--- config.mk ---
export PLATFORM = sky130hd
export DESIGN_NAME = tdes_round_ctrl
export DESIGN_NICKNAME = d
export VERILOG_FILES = /design/src/rtl/tdes_round_ctrl.sv
export SDC_FILE = /design/constraint.sdc
export NUM_CORES = 1
export LEC_CHECK = 0
export ABC_AREA = 1
export ABC_CLOCK_PERIOD_IN_PS = 3000
export BUFFER_PORTS_ARGS = -buffer_cell sky130_fd_sc_hd__clkbuf_2
export CAP_MARGIN = 20
export CELL_PAD_IN_SITES_DETAIL_PLACEMENT = 1
export CELL_PAD_IN_SITES_GLOBAL_PLACEMENT = 1
export CORE_MARGIN = 8
export CORE_UTILIZATION = 38
export DETAILED_ROUTE_END_ITERATION = 10
export HOLD_SLACK_MARGIN = 0.1
export PLACE_DENSITY = 0.91
export RECOVER_POWER = 25
export SYNTH_ARGS = -nofsm -noshare
export SYNTH_HDL_FRONTEND = slang
export SYNTH_SLANG_ARGS = --single-unit
--- constraint.sdc ---
create_clock -name clk -period 3 [get_ports clk]
set_clock_uncertainty 0.1 [all_clocks]
set_input_delay 0.45 -clock clk [delete_from_list [all_inputs] [get_ports clk]]
set_output_delay 0.45 -clock clk [all_outputs]
set_load 0.02 [all_outputs]
--- src/rtl/tdes_round_ctrl.sv ---
// Round/pass sequencer for a DES/3DES datapath: drives the IP load, key schedule,
// 16 Feistel rounds per pass and the final permutation capture.
module tdes_round_ctrl #(
  parameter int unsigned PASSES = 3
) (
  input  logic       clk,
  input  logic       rst,
  input  logic       start,
  input  logic       dec,
  input  logic       hold,
  output logic       ready,
  output logic       busy,
  output logic       load,
  output logic       key_load,
  output logic [1:0] key_sel,
  output logic [1:0] pass,
  output logic       mode_dec,
  output logic       rnd_en,
  output logic [3:0] round,
  output logic [1:0] shift_amt,
  output logic       fp_en,
  output logic       done
);

  typedef enum logic [2:0] {
    IDLE,
    LOAD,
    ROUND,
    KEY,
    FINAL
  } state_t;

  localparam logic [1:0] LAST_PASS = 2'(PASSES - 1);

  state_t     state_q, state_d;
  logic [1:0] pass_q, pass_d;
  logic [3:0] round_q, round_d;
  logic       dec_q, dec_d;
  logic       done_q, done_d;

  always_ff @(posedge clk or posedge rst) begin
    if (rst) begin
      state_q <= IDLE;
      pass_q  <= '0;
      round_q <= '0;
      dec_q   <= 1'b0;
      done_q  <= 1'b0;
    end else begin
      state_q <= state_d;
      pass_q  <= pass_d;
      round_q <= round_d;
      dec_q   <= dec_d;
      done_q  <= done_d;
    end
  end

  // pass/round advance on the edge into KEY so that KEY already presents
  // the next pass's key_sel and mode_dec alongside its key_load strobe.
  always_comb begin
    state_d = state_q;
    pass_d  = pass_q;
    round_d = round_q;
    dec_d   = dec_q;
    done_d  = 1'b0;
    case (state_q)
      IDLE: begin
        if (start) begin
          state_d = LOAD;
          pass_d  = '0;
          round_d = '0;
          dec_d   = dec;
        end
      end
      LOAD: begin
        if (!hold) state_d = ROUND;
      end
      ROUND: begin
        if (!hold) begin
          if (round_q == 4'd15) begin
            round_d = '0;
            if (pass_q != LAST_PASS) begin
              pass_d  = 2'(pass_q + 2'd1);
              state_d = KEY;
            end else begin
              state_d = FINAL;
            end
          end else begin
            round_d = 4'(round_q + 4'd1);
          end
        end
      end
      KEY: begin
        if (!hold) state_d = ROUND;
      end
      FINAL: begin
        if (!hold) begin
          state_d = IDLE;
          pass_d  = '0;
          done_d  = 1'b1;
        end
      end
      default: state_d = IDLE;
    endcase
  end

  logic in_idle, in_load, in_round, in_key, in_final;
  logic key_active;

  assign in_idle  = (state_q == IDLE);
  assign in_load  = (state_q == LOAD);
  assign in_round = (state_q == ROUND);
  assign in_key   = (state_q == KEY);
  assign in_final = (state_q == FINAL);
  assign key_active = in_load | in_key | in_round;

  assign ready    = in_idle;
  assign busy     = ~in_idle;
  assign load     = in_load & ~hold;
  assign key_load = (in_load | in_key) & ~hold;
  assign rnd_en   = in_round & ~hold;
  assign fp_en    = in_final & ~hold;
  assign done     = done_q;
  assign pass     = pass_q;
  assign round    = round_q;

  // EDE ordering: passes alternate direction, decrypt walks the keys backwards.
  assign mode_dec = busy & (dec_q ^ pass_q[0]);
  assign key_sel  = !key_active ? 2'd0 : (dec_q ? 2'(LAST_PASS - pass_q) : pass_q);

  always_comb begin
    shift_amt = 2'd0;
    if (in_round) begin
      if (round_q == 4'd0)
        shift_amt = mode_dec ? 2'd0 : 2'd1;
      else if (round_q == 4'd1 || round_q == 4'd8 || round_q == 4'd15)
        shift_amt = 2'd1;
      else
        shift_amt = 2'd2;
    end
  end

endmodule

Word-level counts from Yosys, hierarchy flattened
Index checks and enable logic that the tools add are counted.
- add/subtract/negate cells: 3
- eq/ne operators: 14
- mux-type cells: 25
- bitwise gates (word level): 10
- reductions and logical operators: 11
- operator list (cell ; count):
    2-bit two-way mux ; 10
    3-bit two-way mux ; 6
    4-bit two-way mux ; 3
    3-bit one-hot mux with 4 select lines ; 1
    2-bit inequality test (second input constant) ; 5
    4-bit == test (second input constant) ; 2
    4-bit one-hot mux with 2 select lines ; 1
    3-bit by 2-bit == test with 1-bit output (second input constant) ; 2
    2-bit one-hot mux with 3 select lines ; 1
    6-bit AND reduction ; 1
    1-bit AND ; 5
    5-bit AND reduction ; 1
    4-bit by 1-bit adder with 4-bit output (second input constant) ; 1
    4-bit by 1-bit == test with 1-bit output (second input constant) ; 1
    4-bit zero test ; 1
    2-bit by 1-bit inequality test with 1-bit output (second input constant) ; 2
    3-bit by 1-bit == test with 1-bit output (second input constant) ; 1
    3-bit == test (second input constant) ; 1
    3-bit zero test ; 1
    1-bit two-way mux ; 3
    3-bit AND reduction ; 1
    3-bit nonzero test ; 1
    2-bit by 1-bit adder with 2-bit output (second input constant) ; 1
    1-bit logical OR ; 2
    other kinds (7) ; 9
- register bits after elaboration: 11
- bits of input ports: 5
- output and inout port bits: 18
- word-level logic and storage cells: 68

Depth between registers and ports, before layout
- depth in word-level cells: 6
- mapped depth: 9

Worst setup path after synthesis
Ideal clock, no wire load.
- path type: register -> output
- from: register round_q[0], in the netlist round[0]
- to: output shift_amt[1]
- arrival: 1619 ps
- slack: 831 ps
- stages on the path, launching flop included: 6
- path through: dfrtp_1 -> inv_1 -> ha_1 -> inv_1 -> nor2_1 -> nor4_1
- longest elaborated chain between the ends: 6
- elaborated cells on any way between the ends: 9
- classes of those cells: eq/ne: 3; mux: 3; reduce/logical: 3
- RTL lines (what ; line ; source):
    start, declared ; 37 ; logic [3:0] round_q, round_d;
    start signal, assigned ; 51 ; round_q <= round_d;
    4-bit by 1-bit == test with 1-bit output or 4-bit == test (tied branches) ; 135 ; else if (round_q == 4'd1 || round_q == 4'd8 || round_q == 4'd15)
    1-bit logical OR (2 in a row) ; 135 ;
    2-bit two-way mux ; 135 ;
    2-bit two-way mux (*) ; 133 ; if (round_q == 4'd0)
    2-bit two-way mux (*) ; 132 ; if (in_round) begin
    end, declared ; 20 ; output logic [1:0] shift_amt,
Mark *: on every way between the ends. The rest lies on a longest branch, timed or not.

Worst setup path after layout
- from: register round_q[0], in the netlist round[0]
- to: output shift_amt[0]
Same word-level chain as after synthesis.

==> key figures <==
Run status
  • Status: completed

Worst setup path
  • WS Path Type: flop to primary output
  • Worst path most repeated cell: nor3_1
  • Worst EP required: around 2.5 ns
  • Critical Path Slowest Stage Cell: dfrtp_1
  • Crit-path leading delay family: simple AND/OR/NAND/NOR gates
  • Startpoint types: flop
  • Crit path buf inv count: 1
  • Slowest stage delay, CP: 0.42 ns
  • CP max FO: 5
  • Critical-path cell list: ha_1, nand2_1, nor2_1, nor3_1, nor3_1, clkbuf_2
  • Crit. End Element: primary output
  • Crit path arrival time: 1.66 ns

Final layout
  • Post-route cell area: around 1000 sq um
  • Filler cell count: 302
  • Syn-to-layout area delta: 20.2%
  • Fraction of layout cells with a size suffix above 1: 27.3%
  • Fin nets: around 150
  • Diodes inserted: 0

Clock network
  • Skew-Pair Late Insertion Delay: about 0.26 ns
  • H-tree Lvls: 1
  • CTS tree: yes
  • CTS resizes: 0
  • # clock sinks: 11
  • CTS root buf: clkbuf_4
  • Number of buffers created by CTS: 3
  • Worst-path clk slew: approximately 0.070 ns
  • Clock buffer depth: 2

Floorplan
  • Initial cell density of the core: 39.0%
  • Ports: 23
  • Die area: 0.00393 sq mm
  • Die Span X: 62.7 um
  • Die Ht: 62.7 um
  • Core Region: about 0.0021 sq mm
  • # rows: 17

STA
  • Clock period minus worst slack: 2.21 ns
  • Max-slew headroom: between 60% and 70%
  • Final hold violations: 0
  • Fin Setup TNS: 0 ns
  • Slew @ Worst Pin: between 0.4 and 0.5 ns
  • Achievable clock frequency: 453 MHz
  • Max-slew violations: 0
  • Setup-failing EPs final: 0
  • Tcrit/Tclk final: 73.6%
  • RSZ-0062 raised after global routing: false

Yosys
  • Average cell area after synthesis: 7.09 sq um
  • Area of the mapped netlist: 830 sq um
  • Synth warn: 0
  • Simple logic cell fraction of the synthesized area: 41.8%
  • Adder-cell area share of the yosys netlist: 6.03%
  • Proportion of synthesized area in mux cells: 0%
  • Share of the yosys chip area belonging to registers: 33.2%
  • Syn Inst Count: 117
  • XOR/XNOR Fraction of Synth Area: about 1.1%
  • Main combinational cell family by area after synthesis: simple AND/OR/NAND/NOR gates
  • Post-synthesis compound-gate area fraction: 6.64%
  • Post-synthesis register bit count: 11
  • Synth cell types: 19
  • Synth Net Count: 126

Power
  • P_leak: slightly below 0.0006 uW
  • PwrDens: 1140 mW/mm^2
  • Worst VDD drop: 0.642 mV

Global route
  • Initial antenna violation count: 0
  • Largest net degree at the start of global routing: 12
  • Gr ovfl total: 0
  • Vias in the first global route: 1001
  • Global Route Usage Sum: 12.7%
  • First-pass GRT wire length: 4240 um

Placement
  • PortBufs: 22
  • Final Wtd Congestion: 0.865
  • Placed Area: approximately 960 sq um
  • DP Wirelength: about 1900 um

Hold path
  • Hold crit path type: input pin to flop

Drt
  • Remaining antenna violation count after routing: 0
  • Average wire per standard cell: 13.7 um
  • Via count: around 860
  • Iter 0 DRT Violations: 19
  • Via density per instance: 5.01
  • Drt first pass iters: 4
  • DRT Wirelength: approximately 2300 um
  • # DRC: 0

Flow run
  • Max Cap Viol: 0
==> where the power goes <==
group	internal [uW]	total, uW	switching, uW
clock	51.4	102	50.7
sequential	198	276	78.1
combinational	248	761	513
==> routing by layer <==
layer,routed length (um),up-vias,track usage [%]
met3,97,2,3.76
met2,1250,14,23.9
met1,981,415,13.1
met4,10,0,3.99
li1,-,425,-
met5,0,-,0
==> cell type report <==
class                           instances  area [sq um]  area share (%)
Timing Repair Buffer                   23           120            12.0
Clock buffer                            4          26.3            2.63
Sequential cell                        11           275            27.6
Tap cell                               28          35.0            3.51
Multi-Input combinational cell         83           458            45.9
Inverter                               22          82.6            8.28
==> cell usage after synthesis <==
library cell / count / area share, %
inv_2: 2 / 0.91
nor2_2: 3 / 2.3
xnor2_1: 1 / 1.1
nand2_4: 3 / 4.1
a21oi_1: 4 / 2.4
o21ai_0: 5 / 3.0
nor3_1: 5 / 3.0
nor2_1: 12 / 5.4
nand2_1: 19 / 8.6
dfrtp_1: 11 / 33
nor2_4: 3 / 4.1
buf_6: 1 / 1.4
ha_1: 4 / 6.0
inv_1: 20 / 9.0
nand2_2: 4 / 3.0
nor4_1: 1 / 0.75
nand3_1: 16 / 9.7
o21ai_1: 2 / 1.2
nor3b_1: 1 / 0.91
==> cells in the final DEF, fill, tap and decap left out, types with 4 or more instances in the layout <==
cell type / synthesis / final
clkbuf_2: 0 / 22
nand2_2: 4 / 4
ha_1: 4 / 4
nor2_1: 12 / 13
nand2_1: 19 / 19
nand3_1: 16 / 16
a21oi_1: 4 / 4
dfrtp_1: 11 / 11
inv_1: 20 / 20
o21ai_0: 5 / 5
nor3_1: 5 / 5
==> registers in the layout, summed over array words and instances (netlist names) <==
name,count
pass,2
dec_q,1
round,4
done,1
state_q,3
==> stage by stage <==
step / hold WS, ns / setup WS [ns] / power [uW] / utilization, % / instances
after global placement: 0.357 / 1.10 / 1010 / 45.3 / 166
after floorplan: 0.202 / 0.831 / 835 / - / 117
after detailed placement: 0.368 / 1.06 / 1050 / 45.3 / 166
after global routing: 0.372 / 0.546 / 1250 / 46.9 / 171
final: 0.337 / 0.791 / 1140 / 46.9 / 171
after CTS: 0.341 / 0.764 / 1160 / 47.0 / 171
==> worst paths after layout <==
check                                     startpoint                    to  slack (ns)  depth (start not counted)
worst max-delay path            round[0]$_DFFE_PP0P_          shift_amt[0]        0.79                          6
worst min-delay path                             dec     dec_q$_DFFE_PP0P_        0.34                          3
worst max register to register   pass[0]$_DFFE_PP0P_   pass[0]$_DFFE_PP0P_        1.45                          8
worst min register to register   pass[1]$_DFFE_PP0P_   pass[1]$_DFFE_PP0P_        0.47                          2
max in group asynchronous                        rst     dec_q$_DFFE_PP0P_        1.87                          3
min in group asynchronous                        rst  round[3]$_DFFE_PP0P_        0.62                          3
==> cells by family after synthesis <==
kind of cell / count (synthesis)
and+or+nand+nor: 67
buffers and inverters: 23
AOI/OAI and AO/OA: 11
DFF: 11
adders and majority gates: 4
xor gates and xnor gates: 1
==> tightest hold or removal path, cell delays in order <==
cell	delay (ns)
clkbuf_2	0.08
nor2_1	0.09
a21oi_1	0.05
==> repair_timing <==
item                                   CTS  global route
setup buffers                            0             0
endpoints found under the hold margin   11             0
hold buffers                             1             0
Note: power is estimated with default switching activity, not from simulation.
